===== src/rtl/apb_seq_pkg.sv =====
// apb_seq_pkg: shared widths, FSM states and command record for apb_seq_master
package apb_seq_pkg;
  localparam int DEF_ADDR_WIDTH = 32;
  localparam int DEF_DATA_WIDTH = 32;
  localparam int DEF_STRB_SIZE = 4;
  localparam int DEF_LEN_WIDTH = 8;
  typedef enum logic [2:0] {IDLE, ISSUE, WAIT_RDY, WAIT_LOW, DONE} state_t;
  typedef struct packed {
    logic                      wr;
    logic [DEF_ADDR_WIDTH-1:0] addr;
    logic [DEF_DATA_WIDTH-1:0] data;
    logic [DEF_STRB_SIZE-1:0]  strb;
    logic [DEF_LEN_WIDTH-1:0]  len;
  } cmd_t;
endpackage


===== src/rtl/apb_seq_if.sv =====
// apb_seq_if: command, bridge and read-return signals of apb_seq_master; APB_SEQ_SLVERR_EN adds br_slverr/err
interface apb_seq_if #(
  parameter int ADDR_WIDTH = apb_seq_pkg::DEF_ADDR_WIDTH,
  parameter int DATA_WIDTH = apb_seq_pkg::DEF_DATA_WIDTH,
  parameter int STRB_SIZE  = apb_seq_pkg::DEF_STRB_SIZE,
  parameter int LEN_WIDTH  = apb_seq_pkg::DEF_LEN_WIDTH
);
  logic                  cmd_valid, cmd_ready, cmd_wr;
  logic [ADDR_WIDTH-1:0] cmd_addr, address;
  logic [DATA_WIDTH-1:0] cmd_data, data_in, data_out, rd_data;
  logic [STRB_SIZE-1:0]  cmd_strb, strb;
  logic [LEN_WIDTH-1:0]  cmd_len;
  logic                  trnsfr, wr, br_ready, rd_valid, busy, done;
`ifdef APB_SEQ_SLVERR_EN
  logic                  br_slverr, err;
`endif
  modport master (
`ifdef APB_SEQ_SLVERR_EN
    input br_slverr, output err,
`endif
    input cmd_valid, cmd_wr, cmd_addr, cmd_data, cmd_strb, cmd_len, data_out, br_ready,
    output cmd_ready, trnsfr, wr, strb, address, data_in, rd_valid, rd_data, busy, done
  );
  modport slave (
`ifdef APB_SEQ_SLVERR_EN
    output br_slverr, input err,
`endif
    output cmd_valid, cmd_wr, cmd_addr, cmd_data, cmd_strb, cmd_len, data_out, br_ready,
    input cmd_ready, trnsfr, wr, strb, address, data_in, rd_valid, rd_data, busy, done
  );
endinterface


===== src/rtl/apb_seq_beat_gen.sv =====
// apb_seq_beat_gen: per-beat address/data generator and last-beat detect for apb_seq_master
module apb_seq_beat_gen #(
  parameter int ADDR_WIDTH = 32,
  parameter int DATA_WIDTH = 32,
  parameter int LEN_WIDTH  = 8
) (
  input  logic                  clk,
  input  logic                  rst,
  input  logic                  load,
  input  logic                  adv,
  input  logic [ADDR_WIDTH-1:0] cmd_addr,
  input  logic [DATA_WIDTH-1:0] cmd_data,
  input  logic [LEN_WIDTH-1:0]  cmd_len,
  output logic [ADDR_WIDTH-1:0] address,
  output logic [DATA_WIDTH-1:0] data_in,
  output logic                  last
);
  logic [LEN_WIDTH-1:0] beat, len;
  // address/data_in track base + beat by stepping alongside the counter; wrap is modulo width
  always_ff @(posedge clk) begin
    if (rst) begin
      beat    <= '0;
      len     <= '0;
      address <= '0;
      data_in <= '0;
    end else if (load) begin
      beat    <= '0;
      len     <= cmd_len;
      address <= cmd_addr;
      data_in <= cmd_data;
    end else if (adv) begin
      beat    <= beat + 1'b1;
      address <= address + 1'b1;
      data_in <= data_in + 1'b1;
    end
  end
  assign last = beat == len - 1'b1;
endmodule


===== src/rtl/apb_seq_master.sv =====
// apb_seq_master: expands burst commands into single-beat apb_bridge transfers; APB_SEQ_SLVERR_EN adds slave-error abort
module apb_seq_master import apb_seq_pkg::*; #(
  parameter int ADDR_WIDTH = DEF_ADDR_WIDTH,
  parameter int DATA_WIDTH = DEF_DATA_WIDTH,
  parameter int STRB_SIZE  = DEF_STRB_SIZE,
  parameter int LEN_WIDTH  = DEF_LEN_WIDTH
) (
  input logic        clk,
  input logic        rst,
  apb_seq_if.master  bus
);
  state_t state, state_n;
  cmd_t   cmd;
  logic   load, hit, adv, last, stop;
  assign cmd  = '{wr: bus.cmd_wr, addr: bus.cmd_addr, data: bus.cmd_data, strb: bus.cmd_strb, len: bus.cmd_len};
  assign load = state == IDLE && bus.cmd_valid;
  assign hit  = state == WAIT_RDY && bus.br_ready;
`ifdef APB_SEQ_SLVERR_EN
  assign stop = last | bus.err;
`else
  assign stop = last;
`endif
  assign adv  = state == WAIT_LOW && !bus.br_ready && !stop;
  apb_seq_beat_gen #(.ADDR_WIDTH(ADDR_WIDTH), .DATA_WIDTH(DATA_WIDTH), .LEN_WIDTH(LEN_WIDTH)) u_beat (
    .clk(clk), .rst(rst), .load(load), .adv(adv),
    .cmd_addr(cmd.addr), .cmd_data(cmd.data), .cmd_len(cmd.len),
    .address(bus.address), .data_in(bus.data_in), .last(last)
  );
  always_ff @(posedge clk) state <= rst ? IDLE : state_n;
  always_comb begin
    state_n = state;
    case (state)
      IDLE:     state_n = bus.cmd_valid ? (bus.cmd_len == '0 ? DONE : ISSUE) : IDLE;
      ISSUE:    state_n = WAIT_RDY;
      WAIT_RDY: state_n = bus.br_ready ? WAIT_LOW : WAIT_RDY;
      WAIT_LOW: state_n = bus.br_ready ? WAIT_LOW : (stop ? DONE : ISSUE);
      default:  state_n = IDLE;
    endcase
  end
  // status outputs are registered copies of the next-state decode
  always_ff @(posedge clk) begin
    if (rst) begin
      bus.cmd_ready <= 1'b1;
      bus.trnsfr    <= 1'b0;
      bus.busy      <= 1'b0;
      bus.done      <= 1'b0;
      bus.rd_valid  <= 1'b0;
      bus.rd_data   <= '0;
      bus.wr        <= 1'b0;
      bus.strb      <= '0;
`ifdef APB_SEQ_SLVERR_EN
      bus.err       <= 1'b0;
`endif
    end else begin
      bus.cmd_ready <= state_n == IDLE;
      bus.trnsfr    <= state_n == ISSUE;
      bus.busy      <= state_n inside {ISSUE, WAIT_RDY, WAIT_LOW};
      bus.done      <= state_n == DONE;
      bus.rd_valid  <= hit && !bus.wr;
      if (hit && !bus.wr) bus.rd_data <= bus.data_out;
      if (load) begin
        bus.wr   <= cmd.wr;
        bus.strb <= STRB_SIZE'(cmd.strb);
      end
`ifdef APB_SEQ_SLVERR_EN
      if (load) bus.err <= 1'b0;
      else if (hit && bus.br_slverr) bus.err <= 1'b1;
`endif
    end
  end
endmodule

===== src/flat_wrapper.sv =====
// flat-port wrapper written by rule: the top's interface ports become plain ports
module apb_seq_master_flat import apb_seq_pkg::*;
#(
  parameter int ADDR_WIDTH = DEF_ADDR_WIDTH,
  parameter int DATA_WIDTH = DEF_DATA_WIDTH,
  parameter int STRB_SIZE  = DEF_STRB_SIZE,
  parameter int LEN_WIDTH  = DEF_LEN_WIDTH
)
  (clk, rst, bus_cmd_valid, bus_cmd_wr, bus_cmd_addr, bus_cmd_data, bus_cmd_strb, bus_cmd_len, bus_data_out, bus_br_ready, bus_cmd_ready, bus_trnsfr, bus_wr, bus_strb, bus_address, bus_data_in, bus_rd_valid, bus_rd_data, bus_busy, bus_done);
  apb_seq_if #(.ADDR_WIDTH(ADDR_WIDTH), .DATA_WIDTH(DATA_WIDTH), .STRB_SIZE(STRB_SIZE), .LEN_WIDTH(LEN_WIDTH)) bus_i ();
  input logic clk;
  input logic rst;
  input wire logic [$bits(bus_i.cmd_valid)-1:0] bus_cmd_valid;
  input wire logic [$bits(bus_i.cmd_wr)-1:0] bus_cmd_wr;
  input wire logic [$bits(bus_i.cmd_addr)-1:0] bus_cmd_addr;
  input wire logic [$bits(bus_i.cmd_data)-1:0] bus_cmd_data;
  input wire logic [$bits(bus_i.cmd_strb)-1:0] bus_cmd_strb;
  input wire logic [$bits(bus_i.cmd_len)-1:0] bus_cmd_len;
  input wire logic [$bits(bus_i.data_out)-1:0] bus_data_out;
  input wire logic [$bits(bus_i.br_ready)-1:0] bus_br_ready;
  output wire logic [$bits(bus_i.cmd_ready)-1:0] bus_cmd_ready;
  output wire logic [$bits(bus_i.trnsfr)-1:0] bus_trnsfr;
  output wire logic [$bits(bus_i.wr)-1:0] bus_wr;
  output wire logic [$bits(bus_i.strb)-1:0] bus_strb;
  output wire logic [$bits(bus_i.address)-1:0] bus_address;
  output wire logic [$bits(bus_i.data_in)-1:0] bus_data_in;
  output wire logic [$bits(bus_i.rd_valid)-1:0] bus_rd_valid;
  output wire logic [$bits(bus_i.rd_data)-1:0] bus_rd_data;
  output wire logic [$bits(bus_i.busy)-1:0] bus_busy;
  output wire logic [$bits(bus_i.done)-1:0] bus_done;
  assign bus_i.cmd_valid = bus_cmd_valid;
  assign bus_i.cmd_wr = bus_cmd_wr;
  assign bus_i.cmd_addr = bus_cmd_addr;
  assign bus_i.cmd_data = bus_cmd_data;
  assign bus_i.cmd_strb = bus_cmd_strb;
  assign bus_i.cmd_len = bus_cmd_len;
  assign bus_i.data_out = bus_data_out;
  assign bus_i.br_ready = bus_br_ready;
  assign bus_cmd_ready = bus_i.cmd_ready;
  assign bus_trnsfr = bus_i.trnsfr;
  assign bus_wr = bus_i.wr;
  assign bus_strb = bus_i.strb;
  assign bus_address = bus_i.address;
  assign bus_data_in = bus_i.data_in;
  assign bus_rd_valid = bus_i.rd_valid;
  assign bus_rd_data = bus_i.rd_data;
  assign bus_busy = bus_i.busy;
  assign bus_done = bus_i.done;
  apb_seq_master #(.ADDR_WIDTH(ADDR_WIDTH), .DATA_WIDTH(DATA_WIDTH), .STRB_SIZE(STRB_SIZE), .LEN_WIDTH(LEN_WIDTH)) u_core (.clk(clk), .rst(rst), .bus(bus_i));
endmodule

===== config.mk =====
export PLATFORM = sky130hd
export DESIGN_NAME = apb_seq_master_flat
export DESIGN_NICKNAME = d
export VERILOG_FILES = /design/src/rtl/apb_seq_pkg.sv /design/src/rtl/apb_seq_if.sv /design/src/rtl/apb_seq_beat_gen.sv /design/src/rtl/apb_seq_master.sv /design/src/flat_wrapper.sv
export SDC_FILE = /design/constraint.sdc
export NUM_CORES = 1
export LEC_CHECK = 0
export BUFFER_PORTS_ARGS = -buffer_cell sky130_fd_sc_hd__buf_2
export CORE_MARGIN = 8
export CORE_UTILIZATION = 25
export CTS_BUF_LIST = sky130_fd_sc_hd__clkbuf_4
export DETAILED_ROUTE_END_ITERATION = 10
export PLACE_DENSITY = 0.48
export SLEW_MARGIN = 10
export SYNTH_ARGS = -nofsm -noshare
export SYNTH_HDL_FRONTEND = slang
export SYNTH_HIERARCHICAL = 1
export SYNTH_SLANG_ARGS = --single-unit

===== constraint.sdc =====
create_clock -name clk -period 2.89 [get_ports clk]
set_input_delay 0.1445 -clock clk [delete_from_list [all_inputs] [get_ports clk]]
set_output_delay 0.1445 -clock clk [all_outputs]
set_load 0.005 [all_outputs]

==> out/summary.txt <==
Fin util: 39.99%
Level count of the clock H-tree: 4
Number of global-route vias before repair: 6,680
GRT met3 Usage: 5.380%
Worst-margin pin slew: 0.9191 ns
Beginning of the worst hold path: rst
Most common cell after layout, fill and taps aside: buf_2
Most Crowded Layer GR: met2
Post-detailed-routing wire length: 22.77 mm
Final Hold Fails: 0
Result of the run: finished clean
Post-Synthesis Net Count: 857
Max FO, Critical Path: 6
Flip-flop cell with the highest count after synthesis: dfxtp_1
Iteration-0 DRC count of the detailed router: 384
Master cell of the clock root buffer: clkbuf_4
Sum Neg Setup Slack: 0 ns
CP endpoint kind: register
Fraction of layout instances using a drive strength above 1: 32.17%
Leakage power: 4.102 nW
Sinks on the clock net: 125
Antenna violations before repair: 1
Syn. warnings: 6
Register area share after synthesis: 40.69%
Met1 usage: 19.04%
Overall global routing resource usage: 14.44%
Clock tree from TritonCTS: built
Number of placed I/O pins: 219
Half-perimeter wire length after detailed placement: 15.83 mm
Data arrival time of the critical path: 3.34 ns
Rel. slew slack: 38.16%
Time the final worst path needs with I/O delays and setup: 2.882 ns
Mapped Area: 6150 µm²
Startpoint-to-endpoint class of the critical path: register to register
Effective utilization at floorplan: 25.36%
Final-report max-slew violation count: 0
Type of origin of the critical path: register
Inserted Clock Buffers: 17
Met2 capacity usage during global routing: 22.21%
Gate count of the mapped netlist: 740
Number of distinct library cells after synthesis: 54
Average routed wire per standard cell: 15.84 µm
Filler instances: 2,496
PwrDens: 430.1 nW/µm²
Total overflow reported by the global router: 0
Crit path required time: 3.35 ns
Worst clock skew: 0.03191 ns
Layout area overhead: 57.70%
Number of setup violations in the final report: 0
Critical R2R Capture: u_core/u_beat/data_in[20]
Worst Reg-to-Reg Cells: 12
Worst voltage drop across the vdd grid: 0.2467 mV
Number of vias after detailed routing: 6,773
Post-CTS clock slew at the launch and capture registers of the worst setup and hold paths: 0.14 ns
Unrepaired setup endpoints after global routing: true
Number of iterations in the first detailed-routing pass: 6
WHS Endpoint: u_core/u_beat/data_in[20]
Placed Instance Area: 7765 µm²
Reg-to-Reg Start: u_core/u_beat/len[2]
Overall die height: 172.8 µm
Fraction of registers with async set/reset: 0%
Layout net count: 1,217
DRC errors left: 0
Die W: 172.8 µm
Total inserted antenna cells: 0
Buffers from clock root to sink, at most: 2
Number of port buffers: 218
Tightest Hold Check Type: input port to register
Count of standard-cell rows: 57
Reg2Reg Setup Slack: 0.008 ns
Largest net degree at the start of global routing: 48
Post-route total power: 0.004171 W
Die area: 29,870 µm²
Number of nets with antenna violations after routing: 0
Hold path depth: 2
Area inside the core boundary: 24,250 µm²
Avg Inst Size Synth: 8.310 µm²
Number of synthesized flops with an enable pin: 0
First-pass GRT wire length: 35.96 mm
Commonest non-fill, non-tap cells in the layout: 217 x buf_2, 123 x dfxtp_1, 122 x dlygate4sd3_1
Via count normalized by instance count: 4.713
Count of max-cap constraint violations: 0
Post-Layout Inst Area: 9698 µm²
Final weighted congestion in routability-driven placement: 0.7931
Clock network latency to the later pin of the worst-skew pair: 0.53 ns
FF+latch count, synth: 125
Final cycle utilization of the critical path: 99.72%
F_max: 347.0 MHz
Yosys cell counts (7+ instances only):
master,number,area share (%)
xnor2_1,34,4.8
nand2_1,56,3.4
a211oi_1,29,3.5
xor2_1,34,4.8
mux2i_1,16,2.6
clkbuf_1,37,2.3
nor3_1,18,1.5
nand3_1,60,4.9
inv_1,11,0.67
o21ai_0,42,3.4
a21oi_1,65,5.3
nor2_1,76,4.6
or3_1,10,1.0
nor4_1,18,1.8
and3_1,12,1.2
nand4_1,17,1.7
buf_2,7,0.57
dfxtp_1,125,41
state kept, by name, indices dropped and copies added, names as in the netlist, 3 cells and up:
register               count
u_core/u_beat/beat         8
u_core/bus.rd_data        32
u_core/state               3
u_core/u_beat/address     32
u_core/u_beat/len          8
u_core/bus.strb            4
u_core/u_beat/data_in     32
worst max-delay path by stage:
stage	slack, ns	end	startpoint	depth (start not counted)
after floorplan	-0.02	u_core/u_beat/data_in[29]	u_core/u_beat/len[2]	12
after global placement	-0.11	u_core/u_beat/data_in[31]	u_core/u_beat/len[2]	13
after detailed placement	-0.12	u_core/u_beat/data_in[31]	u_core/u_beat/len[2]	13
after CTS	-0.03	u_core/u_beat/data_in[28]	u_core/u_beat/len[2]	13
after global routing	-0.14	u_core/u_beat/data_in[20]	u_core/u_beat/len[2]	12
final	0.008	u_core/u_beat/data_in[20]	u_core/u_beat/len[2]	12
per-layer routing:
metal | part of all wire [%] | wire length, µm | up-vias
met5 | 0.035 | 8 | -
met4 | 0.67 | 152 | 2
met3 | 8.1 | 1845 | 11
met2 | 44 | 10050 | 227
met1 | 47 | 10710 | 3157
li1 | - | - | 3376
what timing repair did:
item	in CTS	in global routing
endpoints found under the hold margin	113	0
pin swaps	5	35
gates cloned	0	2
hold buffers	122	0
gates resized for setup	11	44
setup endpoints to repair	33	51
buffers inserted	3	9
stage by stage:
step | hold slack (ns) | setup slack (ns) | std cells
final | 0.05203 | 0.008129 | 1437
after global routing | 0.009441 | -0.1406 | 1437
after CTS | -0.01885 | -0.03347 | 1427
after detailed placement | 0.3871 | -0.1191 | 1270
after global placement | 0.3798 | -0.1087 | 1270
after floorplan | 0.2361 | -0.02371 | 740
area by class of cell:
class | count | area (µm²) | share of cell area (%)
clock buffer | 17 | 127.6 | 1.316
clock inverter | 15 | 161.4 | 1.664
inverter | 13 | 48.80 | 0.5032
multi-input combinational | 554 | 3690 | 38.05
sequential | 125 | 2505 | 25.83
tap | 324 | 405.4 | 4.180
timing repair buffer | 389 | 2760 | 28.46
critical path, cell delays in order, from the launching register on:
cell and delay, ns:
dfxtp_2 0.33, or3_4 0.37, or2_4 0.25, nor4_4 0.14
xnor2_1 0.16, nor4_2 0.07, nor2b_1 0.17, nor2b_4 0.19
buf_12 0.14, nand2_8 0.07, or3_4 0.35, or3_4 0.37
a311oi_2 0.22
report_power, final:
part | switching, W | internal [W] | leakage (nW)
Sequential | 0.000156 | 0.00185 | 1.02
Clock | 0.000744 | 0.000524 | 0.147
Combinational | 0.000432 | 0.000465 | 2.93
cell families (layout without fill, tap and decap cells):
logic type / Yosys count / after routing / share of synthesized area, %
xor gates and xnor gates: 68 / 68 / 9.685
buffers and inverters: 62 / 434 / 4.110
DFF: 125 / 125 / 40.69
AOI/OAI and AO/OA: 162 / 162 / 15.58
adders and majority gates: 4 / 4 / 0.8139
and+or+nand+nor: 303 / 304 / 26.51
muxes: 16 / 16 / 2.604
No activity file was read; power rests on OpenSTA's default activity.
